**src/rtl/stn_capture.sv**
```systemverilog
// stn_capture
//   Captures the 4-bit STN panel stream (FPFRAME/FPLINE/FPSHIFT/FPDAT) and
//   turns pairs of nibbles into byte-wide line-buffer writes tagged with
//   their byte column and line number.
//
//   Optional feature macro: STN_CAPTURE_SYNC_EN
//     defined   : every panel input passes a 2-flop synchronizer before the
//                 sampling register (fully asynchronous panel inputs).
//     undefined : single sampling register (inputs synchronous to clk).
//
// Ports
//   clk, rst          system clock, asynchronous active-high reset
//   fpframe, fpline   frame / line pulses from the panel stream
//   fpshift           shift clock, data taken on its falling edge
//   fpdat[3:0]        data nibble
//   wr_en             one-cycle byte write strobe
//   wr_x, wr_y        byte column / line of wr_dat (held between strobes)
//   wr_dat[7:0]       assembled byte, first nibble in [7:4]
//   frame_start       pulse on FPFRAME rising edge
//   line_done         pulse on FPLINE falling edge while capturing
//   err_ovf           sticky: byte or line beyond the frame bounds dropped
//   err_odd           sticky: a line ended on a half byte
module stn_capture #(
    parameter int H_BYTES = 40,
    parameter int V_LINES = 240,
    parameter int XW      = 6,
    parameter int YW      = 8
) (
    input  logic          clk,
    input  logic          rst,
    input  logic          fpframe,
    input  logic          fpline,
    input  logic          fpshift,
    input  logic [3:0]    fpdat,
    output logic          wr_en,
    output logic [XW-1:0] wr_x,
    output logic [YW-1:0] wr_y,
    output logic [7:0]    wr_dat,
    output logic          frame_start,
    output logic          line_done,
    output logic          err_ovf,
    output logic          err_odd
);

    // Position counters are one bit wider than the outputs so they can
    // saturate at H_BYTES / V_LINES without wrapping.
    localparam logic [XW:0] XMAX = (XW+1)'(H_BYTES);
    localparam logic [YW:0] YMAX = (YW+1)'(V_LINES);

    typedef enum logic {WAIT_FRAME, ACTIVE} state_t;

    // {fpframe, fpline, fpshift, fpdat[3:0]}
    logic [6:0] raw;
    logic [6:0] smp_q;
    logic [6:0] prev_q;

    assign raw = {fpframe, fpline, fpshift, fpdat};

`ifdef STN_CAPTURE_SYNC_EN
    logic [6:0] sync1_q;
    logic [6:0] sync2_q;

    always_ff @(posedge clk or posedge rst) begin
        if (rst) begin
            sync1_q <= '0;
            sync2_q <= '0;
            smp_q   <= '0;
            prev_q  <= '0;
        end else begin
            sync1_q <= raw;
            sync2_q <= sync1_q;
            smp_q   <= sync2_q;
            prev_q  <= smp_q;
        end
    end
`else
    always_ff @(posedge clk or posedge rst) begin
        if (rst) begin
            smp_q  <= '0;
            prev_q <= '0;
        end else begin
            smp_q  <= raw;
            prev_q <= smp_q;
        end
    end
`endif

    logic       frame_rise;
    logic       line_fall;
    logic       shift_fall;
    logic [3:0] nib;

    assign frame_rise = smp_q[6] & ~prev_q[6];
    assign line_fall  = ~smp_q[5] & prev_q[5];
    assign shift_fall = ~smp_q[4] & prev_q[4];
    assign nib        = smp_q[3:0];

    state_t        state_q, state_d;
    logic [XW:0]   x_q, x_d;
    logic [YW:0]   y_q, y_d;
    logic          phase_q, phase_d;
    logic [3:0]    hold_q, hold_d;
    logic          wr_en_q, wr_en_d;
    logic [XW-1:0] wr_x_q, wr_x_d;
    logic [YW-1:0] wr_y_q, wr_y_d;
    logic [7:0]    wr_dat_q, wr_dat_d;
    logic          fs_q, fs_d;
    logic          ld_q, ld_d;
    logic          ovf_q, ovf_d;
    logic          odd_q, odd_d;

    always_ff @(posedge clk or posedge rst) begin
        if (rst) begin
            state_q  <= WAIT_FRAME;
            x_q      <= '0;
            y_q      <= '0;
            phase_q  <= 1'b0;
            hold_q   <= '0;
            wr_en_q  <= 1'b0;
            wr_x_q   <= '0;
            wr_y_q   <= '0;
            wr_dat_q <= '0;
            fs_q     <= 1'b0;
            ld_q     <= 1'b0;
            ovf_q    <= 1'b0;
            odd_q    <= 1'b0;
        end else begin
            state_q  <= state_d;
            x_q      <= x_d;
            y_q      <= y_d;
            phase_q  <= phase_d;
            hold_q   <= hold_d;
            wr_en_q  <= wr_en_d;
            wr_x_q   <= wr_x_d;
            wr_y_q   <= wr_y_d;
            wr_dat_q <= wr_dat_d;
            fs_q     <= fs_d;
            ld_q     <= ld_d;
            ovf_q    <= ovf_d;
            odd_q    <= odd_d;
        end
    end

    always_comb begin
        state_d  = state_q;
        x_d      = x_q;
        y_d      = y_q;
        phase_d  = phase_q;
        hold_d   = hold_q;
        wr_en_d  = 1'b0;
        wr_x_d   = wr_x_q;
        wr_y_d   = wr_y_q;
        wr_dat_d = wr_dat_q;
        fs_d     = 1'b0;
        ld_d     = 1'b0;
        ovf_d    = ovf_q;
        odd_d    = odd_q;

        // A frame edge restarts capture and swallows any coincident
        // shift/line edge in the same cycle.
        if (frame_rise) begin
            fs_d    = 1'b1;
            x_d     = '0;
            y_d     = '0;
            phase_d = 1'b0;
            ovf_d   = 1'b0;
            odd_d   = 1'b0;
            state_d = ACTIVE;
        end else if (state_q == ACTIVE) begin
            if (shift_fall) begin
                if (!phase_q) begin
                    hold_d  = nib;
                    phase_d = 1'b1;
                end else begin
                    phase_d = 1'b0;
                    if (x_q < XMAX && y_q < YMAX) begin
                        wr_en_d  = 1'b1;
                        wr_x_d   = x_q[XW-1:0];
                        wr_y_d   = y_q[YW-1:0];
                        wr_dat_d = {hold_q, nib};
                    end else begin
                        ovf_d = 1'b1;
                    end
                    if (x_q < XMAX)
                        x_d = x_q + 1'b1;
                end
            end
            // Line end is applied after the nibble above, so a byte
            // completed on the same cycle lands at the old x/y.
            if (line_fall) begin
                ld_d = 1'b1;
                if (phase_d)
                    odd_d = 1'b1;
                x_d     = '0;
                phase_d = 1'b0;
                if (y_q < YMAX)
                    y_d = y_q + 1'b1;
            end
        end
    end

    assign wr_en       = wr_en_q;
    assign wr_x        = wr_x_q;
    assign wr_y        = wr_y_q;
    assign wr_dat      = wr_dat_q;
    assign frame_start = fs_q;
    assign line_done   = ld_q;
    assign err_ovf     = ovf_q;
    assign err_odd     = odd_q;

endmodule

```
**config.mk**
```make
export PLATFORM = sky130hd
export DESIGN_NAME = stn_capture
export DESIGN_NICKNAME = d
export VERILOG_FILES = /design/src/rtl/stn_capture.sv
export SDC_FILE = /design/constraint.sdc
export NUM_CORES = 1
export LEC_CHECK = 0
export CAP_MARGIN = 20
export CORE_UTILIZATION = 45
export DETAILED_ROUTE_END_ITERATION = 8
export HOLD_SLACK_MARGIN = 0.02
export PLACE_DENSITY = 0.73
export SLEW_MARGIN = 10
export SYNTH_ARGS = -nofsm -noshare
export SYNTH_HDL_FRONTEND = slang
export SYNTH_SLANG_ARGS = --single-unit
```
**constraint.sdc**
```tcl
create_clock -name clk -period 2 [get_ports clk]
set_clock_uncertainty 0.2 [all_clocks]
set_input_delay 0.2 -clock clk [delete_from_list [all_inputs] [get_ports clk]]
set_output_delay 0.2 -clock clk [all_outputs]
set_load 0.01 [all_outputs]
```
==> impl_metrics.json <==
{
  "hold_viol": 0,
  "synth-xor-area-share": 0.0185,
  "grtUsageMet2": 0.278,
  "ys_seq_area_frac": 0.623,
  "ant_nets": 0,
  "gr-usage-met1": 0.217,
  "grt_start_max_net_pins": 28,
  "dpl.hpwl_um": 2960,
  "first_iter_violations": 66,
  "grt_pass1_wl_um": 7130,
  "drv_slew": 0,
  "path_clk_slew_ns": 0.06,
  "layout_setup_ws_ns": 0.125,
  "vias_per_cell": 5.18,
  "combPwrFrac": 0.159,
  "post_cts_resized": 0,
  "vias": 1595,
  "layout_common_cells": "dfrtp_1, clkdlybuf4s50_1, mux2_2, nor2_1, buf_4",
  "post_cts_buffers": 0,
  "slew_headroom": 0.700,
  "final_nets": 245,
  "routabilityCongestion": 0.787,
  "worst_slew_pin_slew_ns": 0.449,
  "synth_cells": 180,
  "h-tree-depth": 3,
  "rr_worst_depth": 5,
  "p_int_mw": 2.53,
  "cts_num_sinks": 59,
  "synthAdderAreaFrac": 0.0158,
  "required_ns": 2.01,
  "mostFrequentLayoutCell": "dfrtp_1",
  "yosys_warnings": 0,
  "synth_compound_area_frac": 0.0623,
  "synth_top_family_by_area": "simple AND/OR/NAND/NOR gates",
  "cts_tree": "yes",
  "first_pass_iters": 4,
  "crit_chain": "o21ai_0, and2_1, nand3_2, buf_4, mux2_2",
  "hp-class": "input port to flop",
  "setup.worst_path.start_class": "flop",
  "switchingPower_mw": 0.730,
  "top_usage_layer": "met2",
  "start_util": 0.467,
  "grt_usage": 0.178,
  "pin_count": 36,
  "antenna_found_initial": 0,
  "p_sw_frac": 0.224,
  "insertion_delay_ns": 0.33,
  "arrival_ns": 1.89,
  "setup_viol": 0,
  "r2r_end": "wr_x[2]",
  "endpoint_kind": "flop",
  "port_buffers": 35,
  "async_reset_ff_frac": 1.00,
  "die_w_um": 74.6,
  "antenna_cells": 0,
  "tns_ns": 0,
  "gr-total-overflow": 0,
  "hp-start": "fpdat[3]",
  "syn_nets": 192,
  "cp_slowest_cell": "dfrtp_1",
  "clock.fmax_mhz": 533,
  "synth_area_mm2": 0.00237,
  "rsz0062_at_grt": "no",
  "clk_path_buf_depth": 2,
  "synth_edf_count": 0,
  "crit_family": "flip-flops",
  "crit_fanout": 18,
  "ys.flop_type": "dfrtp_1",
  "cts_buffers": 9,
  "rows": 26,
  "timing.hold.ws_ns": 0.105,
  "timing.critical_path.buf_inv": 1,
  "p_per_area_mw_per_mm2": 1040,
  "maxCapViolations": 0,
  "die_area_mm2": 0.00556,
  "dp_slack_ns": 0.121,
  "syn_avg_cell_area_um2": 13.2,
  "synth_seq_cells": 59,
  "cts_root_buf": "clkbuf_8",
  "critPathMaxStageDelay_ns": 0.41,
  "p_leak_nw": 1.44,
  "rrSetupSlack_ns": 0.12,
  "detail_route.wl_per_cell_um": 13.7,
  "power.share.clock": 0.400,
  "die_h_um": 74.6,
  "peakVddDrop_v": 0.000617,
  "hold_end": "smp_q[3]",
  "r2r_start": "x_q[4]",
  "synth.distinct_cells": 41,
  "grt_pass1_vias": 1604,
  "drive_gt1_frac": 0.239,
  "hold_path_depth": 1,
  "worst-setup-path-type": "flop to flop",
  "met3_usage": 0.0569,
  "power_frac_seq": 0.441,
  "fin_crit_ns": 1.88,
  "routed_wl_um": 4210,
  "core_mm2": 0.00507,
  "synth-simple-area-share": 0.131,
  "drc": 0,
  "muxShareOfSynthArea": 0.124,
  "area_growth_pct": 32.0,
  "status": "completed",
  "fin_crit_sh": 0.938
}
==> synth_stat cells (3+ instances only) <==
| master | number | area share |
|---|---|---|
| dfrtp_1 | 59 | 0.62 |
| mux2_2 | 25 | 0.12 |
| nor2_1 | 14 | 0.022 |
| nand3_1 | 10 | 0.021 |
| inv_1 | 7 | 0.011 |
| nand2_1 | 5 | 0.0079 |
| nor3_1 | 5 | 0.011 |
| a21oi_1 | 4 | 0.0085 |
| buf_2 | 3 | 0.0063 |
| ha_1 | 3 | 0.016 |
| o21ai_0 | 3 | 0.0063 |
| xor2_1 | 3 | 0.011 |
==> state kept, by name (all words and copies together), names as in the netlist <==
register / cells
wr_y: 8
phase_q: 1
wr_en: 1
line_done: 1
err_odd: 1
state_q: 1
wr_dat: 8
y_q: 9
err_ovf: 1
frame_start: 1
hold_q: 4
x_q: 7
prev_q: 3
wr_x: 6
smp_q: 7
==> per-layer routing <==
layer / wire, um / vias up
li1: - / 750
met1: 1920 / 801
met2: 2030 / 38
met3: 171 / 6
met4: 85 / 0
met5: 0 / -
==> metrics by stage <==
step | std cells | area [um2] | power, mW | utilization
finish | 308 | 3130 | 3.26 | 0.616
detailed placement | 291 | 2880 | 1.98 | 0.567
global route | 308 | 3130 | 3.40 | 0.616
global placement | 291 | 2880 | 1.97 | 0.567
floorplan | 180 | 2370 | 1.69 | -
CTS | 308 | 3130 | 3.30 | 0.616
==> power groups by stage <==
stage | logic (mW) | clock network, mW | registers (mW)
after floorplan | 0.197 | 0 | 1.49
after global placement | 0.514 | 0 | 1.46
after detailed placement | 0.523 | 0 | 1.46
after CTS | 0.527 | 1.33 | 1.44
after global routing | 0.558 | 1.39 | 1.46
final | 0.518 | 1.30 | 1.44
==> cells by family after synthesis <==
family / count (synthesis)
adder cells (fa/ha/maj): 3
XOR/XNOR: 5
AND/OR/NAND/NOR: 56
flip-flops: 59
multiplexers: 26
AO/OA/AOI/OAI: 18
buffers and inverters: 13
==> worst max-delay path by stage <==
stage                start      end  slack [ns]  cells past startpoint
floorplan              rst  err_odd        0.14                      1
global placement    x_q[4]  wr_x[0]        0.18                      5
detailed placement  x_q[4]  wr_y[0]        0.12                      5
CTS                 x_q[4]  wr_y[1]        0.11                      5
global route        x_q[4]  wr_x[1]        0.05                      5
finish              x_q[4]  wr_x[2]        0.12                      5
==> worst register-to-register path, delay by kind of cell, from the launching register on <==
family | cells | cell delay [ns]
flops | 1 | 0.41
compound gates | 1 | 0.31
simple gates | 2 | 0.30
mux | 1 | 0.29
buf+inv | 1 | 0.24
==> final cells by class <==
cell class,instances,area (um2)
clock buffer,11,141
clock inverter,5,100
fill,432,1950
inverter,7,26.3
multi-input combinational,108,832
sequential,59,1480
tap,70,87.6
timing repair buffer,48,463
==> timing repair <==
item	in CTS	in global routing
endpoints found under the setup margin	0	0
hold endpoints to repair	18	0
hold buffers	1	0
No activity file was read; power rests on OpenSTA's default activity.
